### src/rtl/imem_loader.sv
// Framed byte-stream loader for the instruction memory: length header, big-endian
// payload written one byte per cycle, XOR checksum gates release of the CPU.
module imem_loader #(
    parameter int BASE_ADDR = 0,
    parameter int MEM_BYTES = 72
) (
    input  logic        clk,
    input  logic        rst_n,
    input  logic        start,
    input  logic        in_valid,
    input  logic [7:0]  in_data,
    output logic        in_ready,
    output logic        mem_we,
    output logic [15:0] mem_addr,
    output logic [7:0]  mem_wdata,
    output logic        cpu_hold,
    output logic        done,
    output logic        error,
    output logic [15:0] words_loaded
);

    localparam logic [17:0] CAP_BYTES = 18'(MEM_BYTES - BASE_ADDR);
    localparam logic [15:0] BASE16    = 16'(BASE_ADDR);

    typedef enum logic [2:0] {IDLE, LEN_HI, LEN_LO, PAYLOAD, CHECK, DONE, ERROR} state_t;

    // Byte count is formed 18 bits wide so a large N cannot wrap under the capacity.
    function automatic logic len_too_big(input logic [15:0] n);
        logic [17:0] nbytes;
        nbytes = {n, 2'b00};
        return nbytes > CAP_BYTES;
    endfunction

    state_t      state, state_nxt;
    logic [7:0]  len_hi;
    logic [15:0] len_n;
    logic [17:0] last_idx;
    logic [15:0] byte_cnt;
    logic [7:0]  chk;
    logic        xfer, arm, last_byte;
    logic        wr_vld_p1;
    logic [15:0] wr_addr_p1;
    logic [7:0]  wr_data_p1;

    assign len_n     = {len_hi, in_data};
    assign xfer      = in_valid && in_ready;
    assign last_byte = ({2'b00, byte_cnt} == last_idx);

    always_ff @(posedge clk) begin
        if (!rst_n) state <= IDLE;
        else        state <= state_nxt;
    end

    always_comb begin
        state_nxt = state;
        in_ready  = 1'b0;
        arm       = 1'b0;
        done      = 1'b0;
        error     = 1'b0;
        cpu_hold  = 1'b1;
        case (state)
            IDLE: begin
                arm = start;
                if (start) state_nxt = LEN_HI;
            end
            LEN_HI: begin
                in_ready = 1'b1;
                if (in_valid) state_nxt = LEN_LO;
            end
            LEN_LO: begin
                in_ready = 1'b1;
                if (in_valid) begin
                    if (len_too_big(len_n))  state_nxt = ERROR;
                    else if (len_n == 16'd0) state_nxt = CHECK;
                    else                     state_nxt = PAYLOAD;
                end
            end
            PAYLOAD: begin
                in_ready = 1'b1;
                if (in_valid && last_byte) state_nxt = CHECK;
            end
            CHECK: begin
                in_ready = 1'b1;
                if (in_valid) state_nxt = (in_data == chk) ? DONE : ERROR;
            end
            DONE: begin
                done     = 1'b1;
                cpu_hold = 1'b0;
                arm      = start;
                if (start) state_nxt = LEN_HI;
            end
            ERROR: begin
                error = 1'b1;
                arm   = start;
                if (start) state_nxt = LEN_HI;
            end
            default: state_nxt = IDLE;
        endcase
    end

    // p0 -> p1: accepted payload byte becomes a registered memory write next cycle
    always_ff @(posedge clk) begin
        if (!rst_n) begin
            len_hi       <= 8'd0;
            last_idx     <= 18'd0;
            byte_cnt     <= 16'd0;
            chk          <= 8'd0;
            words_loaded <= 16'd0;
            wr_vld_p1    <= 1'b0;
            wr_addr_p1   <= BASE16;
            wr_data_p1   <= 8'd0;
        end else begin
            wr_vld_p1 <= 1'b0;
            if (arm) begin
                byte_cnt     <= 16'd0;
                chk          <= 8'd0;
                words_loaded <= 16'd0;
            end
            if (xfer) begin
                case (state)
                    LEN_HI: len_hi <= in_data;
                    LEN_LO: last_idx <= {len_n, 2'b00} - 18'd1;
                    PAYLOAD: begin
                        chk        <= chk ^ in_data;
                        byte_cnt   <= byte_cnt + 16'd1;
                        wr_vld_p1  <= 1'b1;
                        wr_addr_p1 <= BASE16 + byte_cnt;
                        wr_data_p1 <= in_data;
                        if (byte_cnt[1:0] == 2'd3) words_loaded <= words_loaded + 16'd1;
                    end
                    default: ;
                endcase
            end
        end
    end

    assign mem_we    = wr_vld_p1;
    assign mem_addr  = wr_addr_p1;
    assign mem_wdata = wr_data_p1;

endmodule

### config.mk
export PLATFORM = sky130hd
export DESIGN_NAME = imem_loader
export DESIGN_NICKNAME = d
export VERILOG_FILES = /design/src/rtl/imem_loader.sv
export SDC_FILE = /design/constraint.sdc
export NUM_CORES = 1
export LEC_CHECK = 0
export ABC_CLOCK_PERIOD_IN_PS = 2300
export CAP_MARGIN = 20
export CORE_MARGIN = 10
export CORE_UTILIZATION = 30
export CTS_CLUSTER_SIZE = 20
export DETAILED_ROUTE_END_ITERATION = 16
export GPL_TIMING_DRIVEN = 0
export PLACE_DENSITY = 0.5
export SYNTH_ARGS = -nofsm -noshare
export SYNTH_HDL_FRONTEND = slang
export SYNTH_SLANG_ARGS = --single-unit
### constraint.sdc
create_clock -name clk -period 2.3 [get_ports clk]
set_input_delay 0.46 -clock clk [delete_from_list [all_inputs] [get_ports clk]]
set_output_delay 0.46 -clock clk [all_outputs]
set_load 0.02 [all_outputs]
Word level (Yosys, flattened, before mapping):

Cells that the tools add are included.

* register bits after elaboration: 94
* bits in latches: 0
* memory bits (writable): 0
* ROM bits: 0
* input port bits: 12
* output and inout port bits: 45
* word-level logic and storage cells: 64
* memories: 0

* add/subtract/negate cells: 3
* multipliers: 0
* div/mod/pow operators: 0
* magnitude comparators: 1
* eq/ne operators: 14
* shift-type cells: 0
* multiplexer cells: 25
* bitwise gates (word level): 1
* reductions and logical operators: 11

Operators with widths (number)
* 2-to-1 mux 16 bit: 7
* adder 16 x 1 -> 16 bit, second input constant: 2
* 2-to-1 mux 8 bit: 3
* 2-to-1 mux 3 bit: 7
* == test 16 x 18 -> 1 bit: 1
* > comparator 18 x 7 -> 1 bit, second input constant: 1
* subtractor 18 x 1 -> 18 bit, second input constant: 1
* logical NOT 16 bit: 1
* case mux 3 bit (5 select lines): 1
* == test 3 bit, second input constant: 3
* == test 8 bit: 1
* != test 2 bit, second input constant: 4
* AND reduction 2 bit: 4
* bitwise XOR 8 bit: 1
* == test 3 x 2 -> 1 bit, second input constant: 2
* 2-to-1 mux 1 bit: 6
* AND reduction 5 bit: 1
* OR reduction 4 bit: 1
* == test 3 x 1 -> 1 bit, second input constant: 1
* logical NOT 3 bit: 1
* OR reduction 3 bit: 1
* == test 2 bit, second input constant: 1
* logical AND 1 bit: 2
* 2-to-1 mux 2 bit: 1
* != test 2 x 1 -> 1 bit, second input constant: 1

Logic depth before layout (Yosys ltp):

* depth in word-level cells: 7
* gate-level depth with buffers: 9
* gate-level depth less buffers: 7

Worst setup path before layout:

Ideal clock, no wire load.

* kind: input to register
* start: input in_data[7]
* end: register state[1]
* library setup time: 121 ps
* data arrival time: 1844 ps
* required time: 2179 ps
* slack: 335 ps
* stages on the path: 6
* buffers on the path: 1
* path through: buf_2 -> or4_4 -> nor4_2 -> a31o_1 -> a31oi_1 -> mux2_4

* word-level cells in the longest chain between the ends: 5
* elaborated cells on any way between the ends: 9
* classes of those cells: order compare: 1; eq/ne: 1; mux: 6; reduce/logical: 1

RTL lines
* start, declared: line 11 `input logic [7:0] in_data,`
* branches (longest 4 deep; another with > comparator 18 x 7 -> 1 bit)
* case mux 3 bit (5 select lines) (*): line 61 `case (state)`
* end signal, assigned: line 51 `else state <= state_nxt;`
* end, declared: line 34 `state_t state, state_nxt;`

Every way passes the cells marked *. The select of a mux whose other input is x is not followed.
A chain may end at the register's enable or synchronous reset.

Worst setup path in the final report:

* start: register byte_cnt[0]
* end: register state[1]

* word-level cells in the longest chain between the ends: 4

RTL lines
* start, declared: line 38 `logic [15:0] byte_cnt;`
* start signal, assigned: line 125 `byte_cnt <= byte_cnt + 16'd1;`
* == test 16 x 18 -> 1 bit: line 47 `assign last_byte = ({2'b00, byte_cnt} == last_idx);`
* logical AND 1 bit: line 80 `if (in_valid && last_byte) state_nxt = CHECK;`
* != test 2 bit (no source line)
* AND reduction 5 bit (no source line)

No other way between the ends.

==> metrics.txt <==
placed inst area 5260 um2; register-to-register setup slack about 180 ps; final period utilization between 90 and 100%; Clock transition at path regs 70 ps; floorplan row count between 40 and 50; total track usage 13.1%; via count about 4,000; initial antenna violation count 0; EDFF count, synth 0; Hold Vio Cnt, Final 0; Clock Skew between 6 and 7 ps; remaining global-route overflow 0; root buffer cell clkbuf_16; final instance area between 5000 and 6000 um2; # clock sinks 93; Syn. warnings 0; Mapped Area around 4500 um2; Cell Chain, Critical Path or3_1 > a2111oi_2 > nand4_1 > a22oi_2 > mux2_4; CTS Buffer Depth 2; 1st-iter DRT viols approximately 240; LEAKAGE around 2 nW; Die ar. a little over 20,000 um2; setup tns final 0 ps; DRT antenna net count 0; Pre-antenna DRT Iters 4; clk_lat worst skew between 300 and 400 ps; fraction of layout cells with a size suffix above 1 under 10%; slowest CP cell or3_1; IO buf count 50; first-pass GRT wire length between 20,000 and 25,000 um; routability cong. between 0.8 and 0.9; sequential-to-total area share from yosys stat ~41%; Slew @ Worst Pin between 600 and 700 ps; most common cell after layout, fill and taps aside dfxtp_1; Flop pwr share 38.6%; CP peak stage delay 410 ps; Starting Density 30.9%; CTS Buf Count 9; routed len/inst approximately 16 um; Sw Ratio 33.3%; Internal roughly 3.1 mW; status finished clean; maximum fanout along the worst path 8; Fmax achieved approximately 470 MHz; critical path class reg -> reg; unrepaired setup endpoints after global routing false; # DRC 0; DIE HEIGHT 143 um; Yosys cell types 59; worst path required time about 2500 ps; number of max-cap violations 0; Die Wd around 140 um; syn nets just under 600; ys async rst share 0%; syn_area_per_cell about 8.0 um2; #FFs+latches synth just over 90; Slew HR between 50 and 60%; # setup viols final 0; worst hold margin approximately 390 ps; nets 649; critical path endpoint category register; combinational power share ~28%; pin count of the biggest net entering global routing 17; Final Total Pwr roughly 4.6 mW; # hold bufs at CTS 0; Synth-to-Final Area Change 24.7%; Power Dens Cells 815 nW/um2; VDD IR-drop max 0.360 mV; min-delay src in_data[6]; vias in the first global route approximately 4,000; Clk pwr share 33.9%; IO Pins 57; hold depth 3; gate count after technology mapping 566; R2R cell count 5; reg2reg end state[1]$_SDFFE_PN0P_; dpl ws -454 ps; final worst slack between 150 and 200 ps; reg2reg start byte_cnt[0]$_SDFF_PN0_; min-delay worst type in -> reg; Final Slew Violations 0; Worst Setup Start Kind register; Diodes inserted 0; worst setup path startpoint byte_cnt[0]$_SDFF_PN0_; H-tree depth 3; Sw Pwr 1.53 mW; WL final between 10,000 and 15,000 um; Tmin final 2120 ps; hold endpoint len_hi[6]$_SDFFE_PN0P_; vias per cell about 5; core area about 15,000 um2; prevailing post-synth register cell dfxtp_1; DP HPWL 9920 um; worst path arrival time about 2400 ps; CTS tree built; commonest non-fill, non-tap cells in the layout dfxtp_1 (93), nand2_1 (88), nor2_1 (58)
==> cell type report <==
cell class / count / area, um2
sequential: 93 / 1860
clock inverter: 6 / 71.3
multi-input combinational: 416 / 2460
timing repair buffer: 55 / 533
fill: 1527 / 9000
buffer: 37 / 168
clock buffer: 10 / 239
inverter: 20 / 78.8
tap: 184 / 230
==> power by group through the flow <==
stage | registers (mW) | clock network, mW | logic (mW)
detailed placement | 1.81 | 0 | 1.17
floorplan | 1.80 | 0 | 0.834
finish | 1.77 | 1.56 | 1.27
global route | 1.79 | 1.66 | 1.39
global placement | 1.81 | 0 | 1.15
CTS | 1.77 | 1.61 | 1.24
==> registers in the layout, summed over array words and instances, names as in the netlist <==
signal / count
byte_cnt: 16
chk: 8
last_idx: 17
len_hi: 8
mem_addr: 16
mem_wdata: 8
mem_we: 1
state: 3
words_loaded: 16
==> worst max path at each step <==
stage	to	slack [ps]	cells past startpoint
floorplan	state[1]$_SDFFE_PN0P_	340	6
global placement	state[1]$_SDFFE_PN0P_	-430	6
detailed placement	state[1]$_SDFFE_PN0P_	-450	6
CTS	cpu_hold	-100	5
global route	last_idx[17]$_SDFFE_PN0P_	7	6
finish	state[1]$_SDFFE_PN0P_	180	5
==> worst max-delay path, delay by kind of cell, from the launching register on <==
kind	cells	cell delay, ps
multiplexers	1	330
AO/OA/AOI/OAI	2	640
AND/OR/NAND/NOR	2	650
flip-flops	1	390
==> cells in the mapped netlist, types with 4 or more instances <==
cell type   n  area [um2]
a211oi_1   12        90.1
dfxtp_1    93        1860
nand2_1    88         330
and2_1      4        25.0
a21oi_1    57         285
nand3_1    14        70.1
nor4_2      4        50.1
nand4_1    12        75.1
and3_1      6        37.5
nor4_1      6        37.5
inv_1      19        71.3
nor3_1     10        50.1
xnor2_1    23         201
or3_1       4        25.0
or4_1       4        30.0
clkbuf_1   20        75.1
buf_2      14        70.1
ha_1        5        62.6
o21ai_0    30         150
nor2_1     59         221
a31oi_1     4        25.0
xor2_1     25         219
==> stage by stage <==
stage,utilization (%),cells
after floorplan,-,566
after global placement,35.9,800
after detailed placement,35.9,800
after CTS,38.2,817
after global routing,38.5,821
final,38.5,821
==> what timing repair did <==
item,in CTS,in global routing
buffers inserted,1,3
hold endpoints to repair,0,0
pin swaps,2,0
endpoints found under the setup margin,12,16
gates resized for setup,7,11
==> kinds of logic (layout without fill, tap and decap cells) <==
logic type	Yosys count	in the layout	synth area share (%)
xor+xnor	48	48	9.29
simple gates	230	230	24.4
flops	93	93	41.1
buf+inv	57	128	5.28
compound gates	127	127	16.8
mux	4	4	1.27
fa+ha+maj	7	7	1.82
==> per-layer routing <==
metal / global-route usage, % / part of all wire [%] / wire, um / up-vias
li1: - / - / - / 2087
met2: 22.0 / 48 / 6360 / 81
met4: 3.42 / 0.91 / 121 / 0
met3: 3.91 / 5.1 / 673 / 7
met1: 16.0 / 46 / 6130 / 1926
met5: 0 / 0 / 0 / -
Note: power is estimated with default switching activity, not from simulation.
